[config.mk]
export PLATFORM = sky130hd
export DESIGN_NAME = bus_datapath_core_flat
export DESIGN_NICKNAME = d
export VERILOG_FILES = /design/src/rtl/bus_datapath_core_if.sv /design/src/rtl/bus_datapath_core.sv /design/src/flat_wrapper.sv
export SDC_FILE = /design/constraint.sdc
export NUM_CORES = 2
export LEC_CHECK = 0
export BUFFER_PORTS_ARGS = -buffer_cell sky130_fd_sc_hd__buf_4
export CAP_MARGIN = 20
export CORE_MARGIN = 4
export CORE_UTILIZATION = 64
export CTS_CLUSTER_DIAMETER = 120
export DETAILED_ROUTE_END_ITERATION = 10
export GPL_TIMING_DRIVEN = 0
export PLACE_DENSITY = 0.9
export SYNTH_ARGS = -nofsm -noshare
export SYNTH_HDL_FRONTEND = slang
export SYNTH_SLANG_ARGS = --single-unit
[constraint.sdc]
create_clock -name clk -period 9.8 [get_ports clk]
set_input_delay 1.96 -clock clk [delete_from_list [all_inputs] [get_ports clk]]
set_output_delay 1.96 -clock clk [all_outputs]
set_load 0.02 [all_outputs]
[src/rtl/bus_datapath_core_if.sv]
// Op handshake bundle between the control unit (master) and the datapath
// core (slave).
//   op_valid/op_ready : request handshake, op accepted when both are high
//   op_code, ra/rb/rc_sel, imm : decoded op fields, sampled at acceptance
//   done/err/result   : completion pulse, illegal-op flag, written/output value
interface bus_datapath_core_if #(
  parameter int WIDTH = 32,
  parameter int NREGS = 16,
  parameter int IMM_W = 19
);
  localparam int RW = $clog2(NREGS);

  logic             op_valid;
  logic             op_ready;
  logic [3:0]       op_code;
  logic [RW-1:0]    ra_sel;
  logic [RW-1:0]    rb_sel;
  logic [RW-1:0]    rc_sel;
  logic [IMM_W-1:0] imm;
  logic             done;
  logic             err;
  logic [WIDTH-1:0] result;

  modport master (
    output op_valid, op_code, ra_sel, rb_sel, rc_sel, imm,
    input  op_ready, done, err, result
  );

  modport slave (
    input  op_valid, op_code, ra_sel, rb_sel, rc_sel, imm,
    output op_ready, done, err, result
  );
endinterface

[src/rtl/bus_datapath_core.sv]
// Single-bus datapath core: register file, Y/Z staging registers, in/out
// ports, ALU and an internal micro-step sequencer that runs one full
// register-to-register op per handshake.
// Ports:
//   clk, clr      : clock, synchronous active-low reset
//   op_if         : op handshake (slave side of bus_datapath_core_if)
//   inport_in     : input port, registered every cycle
//   outport_out   : output port register
//   bus_out       : internal bus value for trace (0 in IDLE)
//   dbg_sel/data  : combinational register file read
// Optional feature macro DP_HILO_EN: signed MUL (opcode 11) into HI/LO
// registers, exposed on hi_out/lo_out. Without it opcode 11 is illegal.
//
// state  | meaning
// IDLE   | op_ready high, waiting for op_valid
// S_Y    | Y <= R[rb] (wait cycle without Y load for IN/OUT)
// S_Z    | {Z_HI,Z_LO} <= ALU(Y, bus)
// S_WB   | destination loads bus, done (except MUL)
// S_WB2  | MUL only: HI <= Z_HI, done
// S_ERR  | illegal op: done + err, nothing written
module bus_datapath_core #(
  parameter int WIDTH = 32,
  parameter int NREGS = 16,
  parameter int IMM_W = 19
) (
  input  logic                     clk,
  input  logic                     clr,
  bus_datapath_core_if.slave       op_if,
  input  logic [WIDTH-1:0]         inport_in,
  output logic [WIDTH-1:0]         outport_out,
  output logic [WIDTH-1:0]         bus_out,
  input  logic [$clog2(NREGS)-1:0] dbg_sel,
  output logic [WIDTH-1:0]         dbg_data
`ifdef DP_HILO_EN
  ,
  output logic [WIDTH-1:0]         hi_out,
  output logic [WIDTH-1:0]         lo_out
`endif
);
  localparam int RW = $clog2(NREGS);
  localparam int SW = $clog2(WIDTH);

  localparam logic [3:0] OP_ADD = 4'd0, OP_SUB = 4'd1, OP_AND = 4'd2, OP_OR = 4'd3;
  localparam logic [3:0] OP_SHR = 4'd4, OP_SHL = 4'd5, OP_ROR = 4'd6, OP_ROL = 4'd7;
  localparam logic [3:0] OP_NEG = 4'd8, OP_NOT = 4'd9, OP_ADDI = 4'd10, OP_MUL = 4'd11;
  localparam logic [3:0] OP_IN = 4'd12, OP_OUT = 4'd13;

  typedef enum logic [2:0] {IDLE, S_Y, S_Z, S_WB, S_WB2, S_ERR} state_t;

  state_t           state_q, state_d;
  logic [3:0]       op_q, op_d;
  logic [RW-1:0]    ra_q, ra_d, rb_q, rb_d, rc_q, rc_d;
  logic [IMM_W-1:0] imm_q, imm_d;
  logic [WIDTH-1:0] regs_q [NREGS];
  logic [WIDTH-1:0] regs_d [NREGS];
  logic [WIDTH-1:0] y_q, y_d, z_lo_q, z_lo_d;
  logic [WIDTH-1:0] inport_q, outport_q, outport_d, result_q, result_d;
`ifdef DP_HILO_EN
  logic [WIDTH-1:0]   z_hi_q, z_hi_d, hi_q, hi_d, lo_q, lo_d;
  logic [2*WIDTH-1:0] prod;
`endif

  logic [WIDTH-1:0]   bus, imm_ext, alu_lo;
  logic [2*WIDTH-1:0] rot;
  logic [SW-1:0]      amt;
  logic               is_io, legal;

  assign imm_ext = {{(WIDTH-IMM_W){imm_q[IMM_W-1]}}, imm_q};
  assign is_io   = (op_q == OP_IN) || (op_q == OP_OUT);

  // Bus source select per micro-step.
  always_comb begin
    bus = '0;
    case (state_q)
      // ADDI with rb=0 treats R0 as zero (base-address form); IN/OUT idle the bus.
      S_Y:     if (!is_io && !(op_q == OP_ADDI && rb_q == '0)) bus = regs_q[rb_q];
      S_Z:     bus = (op_q == OP_ADDI) ? imm_ext : regs_q[rc_q];
      S_WB: begin
        case (op_q)
          OP_IN:   bus = inport_q;
          OP_OUT:  bus = regs_q[ra_q];
          default: bus = z_lo_q;
        endcase
      end
`ifdef DP_HILO_EN
      S_WB2:   bus = z_hi_q;
`endif
      default: bus = '0;
    endcase
  end

  always_comb begin
    alu_lo = '0;
    rot    = '0;
    amt    = bus[SW-1:0];
`ifdef DP_HILO_EN
    prod   = '0;
`endif
    case (op_q)
      OP_ADD:  alu_lo = y_q + bus;
      OP_SUB:  alu_lo = y_q - bus;
      OP_AND:  alu_lo = y_q & bus;
      OP_OR:   alu_lo = y_q | bus;
      OP_SHR:  alu_lo = y_q >> amt;
      OP_SHL:  alu_lo = y_q << amt;
      // Rotates shift a doubled copy so amount 0 needs no special case.
      OP_ROR: begin
        rot    = {y_q, y_q} >> amt;
        alu_lo = rot[WIDTH-1:0];
      end
      OP_ROL: begin
        rot    = {y_q, y_q} << amt;
        alu_lo = rot[2*WIDTH-1:WIDTH];
      end
      OP_NEG:  alu_lo = '0 - bus;
      OP_NOT:  alu_lo = ~bus;
      OP_ADDI: alu_lo = y_q + bus;
`ifdef DP_HILO_EN
      OP_MUL: begin
        prod   = $signed({{WIDTH{y_q[WIDTH-1]}}, y_q}) * $signed({{WIDTH{bus[WIDTH-1]}}, bus});
        alu_lo = prod[WIDTH-1:0];
      end
`endif
      default: alu_lo = '0;
    endcase
  end

  always_comb begin
    legal = (op_if.op_code <= OP_OUT);
`ifndef DP_HILO_EN
    if (op_if.op_code == OP_MUL) legal = 1'b0;
`endif
  end

  always_comb begin
    state_d   = state_q;
    op_d      = op_q;
    ra_d      = ra_q;
    rb_d      = rb_q;
    rc_d      = rc_q;
    imm_d     = imm_q;
    regs_d    = regs_q;
    y_d       = y_q;
    z_lo_d    = z_lo_q;
    outport_d = outport_q;
    result_d  = result_q;
`ifdef DP_HILO_EN
    z_hi_d    = z_hi_q;
    hi_d      = hi_q;
    lo_d      = lo_q;
`endif
    op_if.done   = 1'b0;
    op_if.err    = 1'b0;
    op_if.result = result_q;
    case (state_q)
      IDLE: begin
        if (op_if.op_valid) begin
          op_d    = op_if.op_code;
          ra_d    = op_if.ra_sel;
          rb_d    = op_if.rb_sel;
          rc_d    = op_if.rc_sel;
          imm_d   = op_if.imm;
          state_d = legal ? S_Y : S_ERR;
        end
      end
      S_Y: begin
        if (!is_io) y_d = bus;
        state_d = is_io ? S_WB : S_Z;
      end
      S_Z: begin
        z_lo_d  = alu_lo;
`ifdef DP_HILO_EN
        z_hi_d  = (op_q == OP_MUL) ? prod[2*WIDTH-1:WIDTH] : '0;
`endif
        state_d = S_WB;
      end
      S_WB: begin
        state_d = IDLE;
`ifdef DP_HILO_EN
        if (op_q == OP_MUL) begin
          lo_d    = bus;
          state_d = S_WB2;
        end else
`endif
        begin
          if (op_q == OP_OUT) outport_d = bus;
          else regs_d[ra_q] = bus;
          op_if.done   = 1'b1;
          op_if.result = bus;
          result_d     = bus;
        end
      end
`ifdef DP_HILO_EN
      S_WB2: begin
        hi_d         = bus;
        op_if.done   = 1'b1;
        op_if.result = z_lo_q;
        result_d     = z_lo_q;
        state_d      = IDLE;
      end
`endif
      S_ERR: begin
        op_if.done = 1'b1;
        op_if.err  = 1'b1;
        state_d    = IDLE;
      end
      default: state_d = IDLE;
    endcase
  end

  always_ff @(posedge clk) begin
    if (!clr) begin
      state_q   <= IDLE;
      op_q      <= '0;
      ra_q      <= '0;
      rb_q      <= '0;
      rc_q      <= '0;
      imm_q     <= '0;
      regs_q    <= '{default: '0};
      y_q       <= '0;
      z_lo_q    <= '0;
      inport_q  <= '0;
      outport_q <= '0;
      result_q  <= '0;
`ifdef DP_HILO_EN
      z_hi_q    <= '0;
      hi_q      <= '0;
      lo_q      <= '0;
`endif
    end else begin
      state_q   <= state_d;
      op_q      <= op_d;
      ra_q      <= ra_d;
      rb_q      <= rb_d;
      rc_q      <= rc_d;
      imm_q     <= imm_d;
      regs_q    <= regs_d;
      y_q       <= y_d;
      z_lo_q    <= z_lo_d;
      inport_q  <= inport_in;
      outport_q <= outport_d;
      result_q  <= result_d;
`ifdef DP_HILO_EN
      z_hi_q    <= z_hi_d;
      hi_q      <= hi_d;
      lo_q      <= lo_d;
`endif
    end
  end

  assign op_if.op_ready = (state_q == IDLE);
  assign outport_out    = outport_q;
  assign bus_out        = bus;
  assign dbg_data       = regs_q[dbg_sel];
`ifdef DP_HILO_EN
  assign hi_out = hi_q;
  assign lo_out = lo_q;
`endif
endmodule

[src/flat_wrapper.sv]
// flat-port wrapper written by rule: the top's interface ports become plain ports
module bus_datapath_core_flat 
#(
  parameter int WIDTH = 32,
  parameter int NREGS = 16,
  parameter int IMM_W = 19
)
  (clk, clr, inport_in, outport_out, bus_out, dbg_sel, dbg_data, op_if_op_valid, op_if_op_code, op_if_ra_sel, op_if_rb_sel, op_if_rc_sel, op_if_imm, op_if_op_ready, op_if_done, op_if_err, op_if_result);
  bus_datapath_core_if #(.WIDTH(WIDTH), .NREGS(NREGS), .IMM_W(IMM_W)) op_if_i ();
  input  logic clk;
  input  logic clr;
  input  logic [WIDTH-1:0] inport_in;
  output logic [WIDTH-1:0] outport_out;
  output logic [WIDTH-1:0] bus_out;
  input  logic [$clog2(NREGS)-1:0] dbg_sel;
  output logic [WIDTH-1:0] dbg_data;
  input wire logic [$bits(op_if_i.op_valid)-1:0] op_if_op_valid;
  input wire logic [$bits(op_if_i.op_code)-1:0] op_if_op_code;
  input wire logic [$bits(op_if_i.ra_sel)-1:0] op_if_ra_sel;
  input wire logic [$bits(op_if_i.rb_sel)-1:0] op_if_rb_sel;
  input wire logic [$bits(op_if_i.rc_sel)-1:0] op_if_rc_sel;
  input wire logic [$bits(op_if_i.imm)-1:0] op_if_imm;
  output wire logic [$bits(op_if_i.op_ready)-1:0] op_if_op_ready;
  output wire logic [$bits(op_if_i.done)-1:0] op_if_done;
  output wire logic [$bits(op_if_i.err)-1:0] op_if_err;
  output wire logic [$bits(op_if_i.result)-1:0] op_if_result;
  assign op_if_i.op_valid = op_if_op_valid;
  assign op_if_i.op_code = op_if_op_code;
  assign op_if_i.ra_sel = op_if_ra_sel;
  assign op_if_i.rb_sel = op_if_rb_sel;
  assign op_if_i.rc_sel = op_if_rc_sel;
  assign op_if_i.imm = op_if_imm;
  assign op_if_op_ready = op_if_i.op_ready;
  assign op_if_done = op_if_i.done;
  assign op_if_err = op_if_i.err;
  assign op_if_result = op_if_i.result;
  bus_datapath_core #(.WIDTH(WIDTH), .NREGS(NREGS), .IMM_W(IMM_W)) u_core (.clk(clk), .clr(clr), .op_if(op_if_i), .inport_in(inport_in), .outport_out(outport_out), .bus_out(bus_out), .dbg_sel(dbg_sel), .dbg_data(dbg_data));
endmodule
==> results.txt, run 1 <==
Status -> did not finish
Synth cell types -> 107
Starting Density -> 0.648
Post-synth EDFFs -> 0
GPL Wtd Cong -> 1.37
Total GRT Usage -> 0.830
CTS Buffer Depth -> 3
Root buf cell -> clkbuf_16
DP Wirelength -> 242 mm
Cell count after synthesis -> 5549
DP Area -> 0.0557 mm²
Synth area leaders -> dfxtp_1, mux4_2, o211a_1
Synth area leader -> dfxtp_1
FFs w/ async S/R, synth -> 0
Yosys top cell area share -> 0.271
I/O pin cnt -> 205
GRT overflow -> 544
Synth Register Bits -> 710
Htree depth -> 3
Synthesized area -> 0.0524 mm²
Clk sink count -> 710
Wire length of the first global-routing pass -> 523 mm
Setup bufs post-CTS -> 0
Synthesized net count -> 5665
Top_reg_cell synth -> dfxtp_1
Seq/Total Area, Yosys -> 0.271
Number of global-route vias before repair -> 64900
Largest net degree at the start of global routing -> 15
Width of the die -> 294 µm
Number of port buffers -> 200
Stopped at -> global routing (5_1_grt)
Die Ht -> 294 µm
# rows -> 104
Yosys warns -> 0
Tool Error -> [ERROR GRT-0116] Global routing finished with congestion. Check the congestion regions in the DRC Viewer.
Total CTS buffers -> 79
Placed cell count -> 6841
Synthesized area per cell -> 9.44 µm²
[cell usage after synthesis (24+ instances only)]
library cell,n
a211oi_1,29
a21boi_0,72
a21oi_1,239
a221oi_1,37
a22oi_1,84
a32o_1,30
a32oi_1,24
and2_1,89
and3_1,26
buf_1,62
buf_2,129
buf_4,28
buf_6,25
clkbuf_1,349
dfxtp_1,710
ha_1,41
inv_1,47
mux2_2,49
mux2i_1,180
mux4_2,543
nand2_1,859
nand3_1,64
nor2_1,499
nor2b_1,58
nor3_1,85
nor3b_1,144
o211a_1,384
o211ai_1,29
o21ai_0,150
o22ai_1,32
xnor2_1,65
[cells by family after synthesis]
group / Yosys count / share of synthesized area
AND/OR/NAND/NOR: 1948 / 0.172
AO/OA/AOI/OAI: 1338 / 0.198
multiplexers: 774 / 0.279
flip-flops: 710 / 0.271
buffers and inverters: 652 / 0.0561
XOR/XNOR: 85 / 0.0144
adder cells (fa/ha/maj): 42 / 0.0102
[through the flow]
| stage | setup WS, ps | hold WS, ps |
|---|---|---|
| after global placement | -24.1 | 445 |
| after detailed placement | -68.0 | 457 |
| after floorplan | 2820 | 425 |
| after CTS | 26.9 | 470 |
[metal layers]
layer / GRT usage / overflow
met3: 0.738 / 57
met4: 0.789 / 211
met5: 0.518 / 4
met2: 0.940 / 225
met1: 0.841 / 47
[timing repair]
item                                    CTS
gates resized for setup                   2
gates cloned                              0
hold buffers                              0
endpoints found under the setup margin    3
pin swaps                                 0
hold endpoints to repair                  0
==> inputs of run 2 (changes only) <==
--- a/config.mk
+++ b/config.mk
@@ -8,11 +8,10 @@
 export BUFFER_PORTS_ARGS = -buffer_cell sky130_fd_sc_hd__buf_4
 export CAP_MARGIN = 20
 export CORE_MARGIN = 4
-export CORE_UTILIZATION = 64
-export CTS_CLUSTER_DIAMETER = 120
+export CORE_UTILIZATION = 40
 export DETAILED_ROUTE_END_ITERATION = 10
 export GPL_TIMING_DRIVEN = 0
-export PLACE_DENSITY = 0.9
+export PLACE_DENSITY_LB_ADDON = 0.15
 export SYNTH_ARGS = -nofsm -noshare
 export SYNTH_HDL_FRONTEND = slang
 export SYNTH_SLANG_ARGS = --single-unit
==> run 2 against run 1 <==
  * The flow now finishes, with violations (DRC, capacitance limit, slew limit, setup timing)
  * Area after synthesis unchanged
  * Synthesized cell count unchanged
==> results.txt, run 2 <==
Status -> finished with violations
Failing checks -> DRC, capacitance limit, slew limit, setup timing
Drt pass-1 iters -> 11
Switching pwr -> 2.94 mW
Total power -> 8.40 mW
Clock power frac -> 0.426
# rows -> 132
Slew @ Worst Pin -> 1580 ps
Seq/Total Area, Yosys -> 0.271
Synth area leader -> dfxtp_1
Max reg flops -> 512
Wire length of the first global-routing pass -> 502 mm
Top_reg_cell synth -> dfxtp_1
RSZ-0062 raised after global routing -> no
Root buf cell -> clkbuf_16
CTS Buffer Depth -> 3
Clock skew -> 63.6 ps
Synthesized area per cell -> 9.44 µm²
Clock latency at the later pin of the worst-skew pair -> 760 ps
Leakage dissipation -> 26.0 nW
Sw Ratio -> 0.350
DR vias -> 59600
Critical path's largest stage delay -> 760 ps
Drt drc -> 2
Crit. End Element -> register
PwrDens -> 139 mW/mm²
Worst-path fanout max -> 11
Critical-path top delay cell -> buf_2
Max frequency -> 100 MHz
Crit path DAT -> 10610 ps
Number of port buffers -> 200
Synth cell types -> 107
TritonCTS clock tree -> done
CP startpoint kind -> register
Synthesized net count -> 5665
Drt total wl -> 386 mm
Combinational fraction of design power -> 0.220
Largest net degree at the start of global routing -> 20
Cell count after synthesis -> 5549
Final setup vio count -> 4
Layout Nets -> 6052
I/O pin cnt -> 205
WP data required -> 10450 ps
Fin crit share -> 1.02
GRT overflow -> 0
Final hold vios -> 0
Period minus WS final -> 9960 ps
Critical path's most frequent cell -> nor2_1
Die Ht -> 370 µm
Commonest cells after routing, fill and taps aside -> nand2_1, dfxtp_1, mux4_2
Cell-internal power -> 5.46 mW
Largest Register -> u_core.regs_q
Synth Register Bits -> 710
Slew margin rel. -> -0.0539
Clk sink count -> 710
Starting Density -> 0.404
Number of global-route vias before repair -> 54100
Most common cell after layout, fill and taps aside -> nand2_1
Slew Viols, Final -> 9
Post-DR vias/cell -> 7.66
GPL Wtd Cong -> 1.15
Yosys top cell area share -> 0.271
Maximum VDD drop -> 158 µV
FFs w/ async S/R, synth -> 0
DP Wirelength -> 300 mm
Initial antenna violation count -> 32
DR WL/cell -> 49.6 µm
Core area -> 0.130 mm²
Post-synth EDFFs -> 0
Synth area leaders -> dfxtp_1, mux4_2, o211a_1
Max Cap Viol -> 1
Fin util -> 0.467
Synthesized area -> 0.0524 mm²
Yosys warns -> 0
Most numerous cell in the Yosys netlist -> nand2_1
Post-DRT Antenna Nets -> 0
Total CTS buffers -> 85
Clk slew on worst S/H paths -> 70 ps
Area grow syn2layout -> 15.7%
Most common library cells after synthesis -> nand2_1, dfxtp_1, mux4_2
Iter 0 DRT Violations -> 12200
Final WS setup -> -160 ps
Total GRT Usage -> 0.546
Htree depth -> 3
Crit Path Class -> reg2reg
Die area -> 0.137 mm²
Sequential Power Share -> 0.354
Width of the die -> 370 µm
Layout cells sized above 1 -> 0.215
Worst Hold Class -> reg2reg
[run 2: cell counts after synthesis]
Identical to the previous run, type by type.
[run 2: cell type report]
class                           count  area, µm²
Inverter                           55        209
Sequential cell                   710      14200
Tap cell                         1742       2180
Antenna cell                       26       65.1
Timing Repair Buffer              306       2880
Buffer                            591       2730
Fill cell                       12500      69200
Multi-Input combinational cell   4187      35300
Clock buffer                      112       2380
Clock inverter                     42        642
[run 2: worst paths after layout]
path,startpoint,end,slack [ps],cells past startpoint
setup / recovery,u_core.ra_q[1]$_SDFFE_PN0P_,u_core.z_lo_q[21]$_SDFFE_PN0N_,-160,28
hold / removal,u_core.imm_q[14]$_SDFFE_PN0P_,u_core.imm_q[14]$_SDFFE_PN0P_,480,2
setup reg to reg,u_core.ra_q[1]$_SDFFE_PN0P_,u_core.z_lo_q[21]$_SDFFE_PN0N_,-160,28
hold reg to reg,u_core.imm_q[14]$_SDFFE_PN0P_,u_core.imm_q[14]$_SDFFE_PN0P_,480,2
[run 2: cells by family after synthesis]
family | synth area share
compound gates | 0.198
simple gates | 0.172
mux | 0.279
fa+ha+maj | 0.0102
xor+xnor | 0.0144
buf+inv | 0.0561
flops | 0.271
[run 2: routing by layer]
layer,global-route usage,share of wire,wire [µm],up-vias
met3,0.272,0.16,61000,2055
met2,0.756,0.39,151000,6585
li1,-,-,-,21800
met4,0.523,0.13,49200,30
met5,0.0271,0.0018,696,-
met1,0.597,0.32,123000,29100
[run 2: what timing repair did]
action | in CTS | in global routing
setup endpoints to repair | 19 | 10
pin swaps | 1 | 0
resized for setup | 5 | 9
gates cloned | 0 | 0
buffers inserted | 3 | 0
hold buffers | 0 | 0
[run 2: per-stage QoR]
step                cell area (µm²)  hold slack [ps]  cells  worst slack (ps)  TNS (ps)
global route                  60600              496   7747              32.7         0
CTS                           60200              476   7725              69.5         0
detailed placement            57200              452   7570              -865     -8140
floorplan                     52400              425   5549              2820         0
global placement              56100              453   7491              -889     -9440
finish                        60600              479   7771              -160      -450
[run 2: critical path: cells and delay by family (launching register included)]
kind / cells / cell delay (ps)
flip-flops: 1 / 560
buffers and inverters: 7 / 3430
AND/OR/NAND/NOR: 8 / 1690
adder cells (fa/ha/maj): 1 / 430
multiplexers: 1 / 410
XOR/XNOR: 2 / 290
AO/OA/AOI/OAI: 9 / 2920
[run 2: power by group through the flow]
stage	Combinational, mW	Clock [mW]	Sequential, mW
2_1_floorplan	0.875	0	3.00
6_report	1.85	3.58	2.98
3_3_place_gp	1.66	0	3.03
5_1_grt	1.79	3.65	2.97
4_1_cts	1.69	3.53	2.97
3_5_place_dp	1.69	0	3.03
Note: power is estimated with default switching activity, not from simulation.
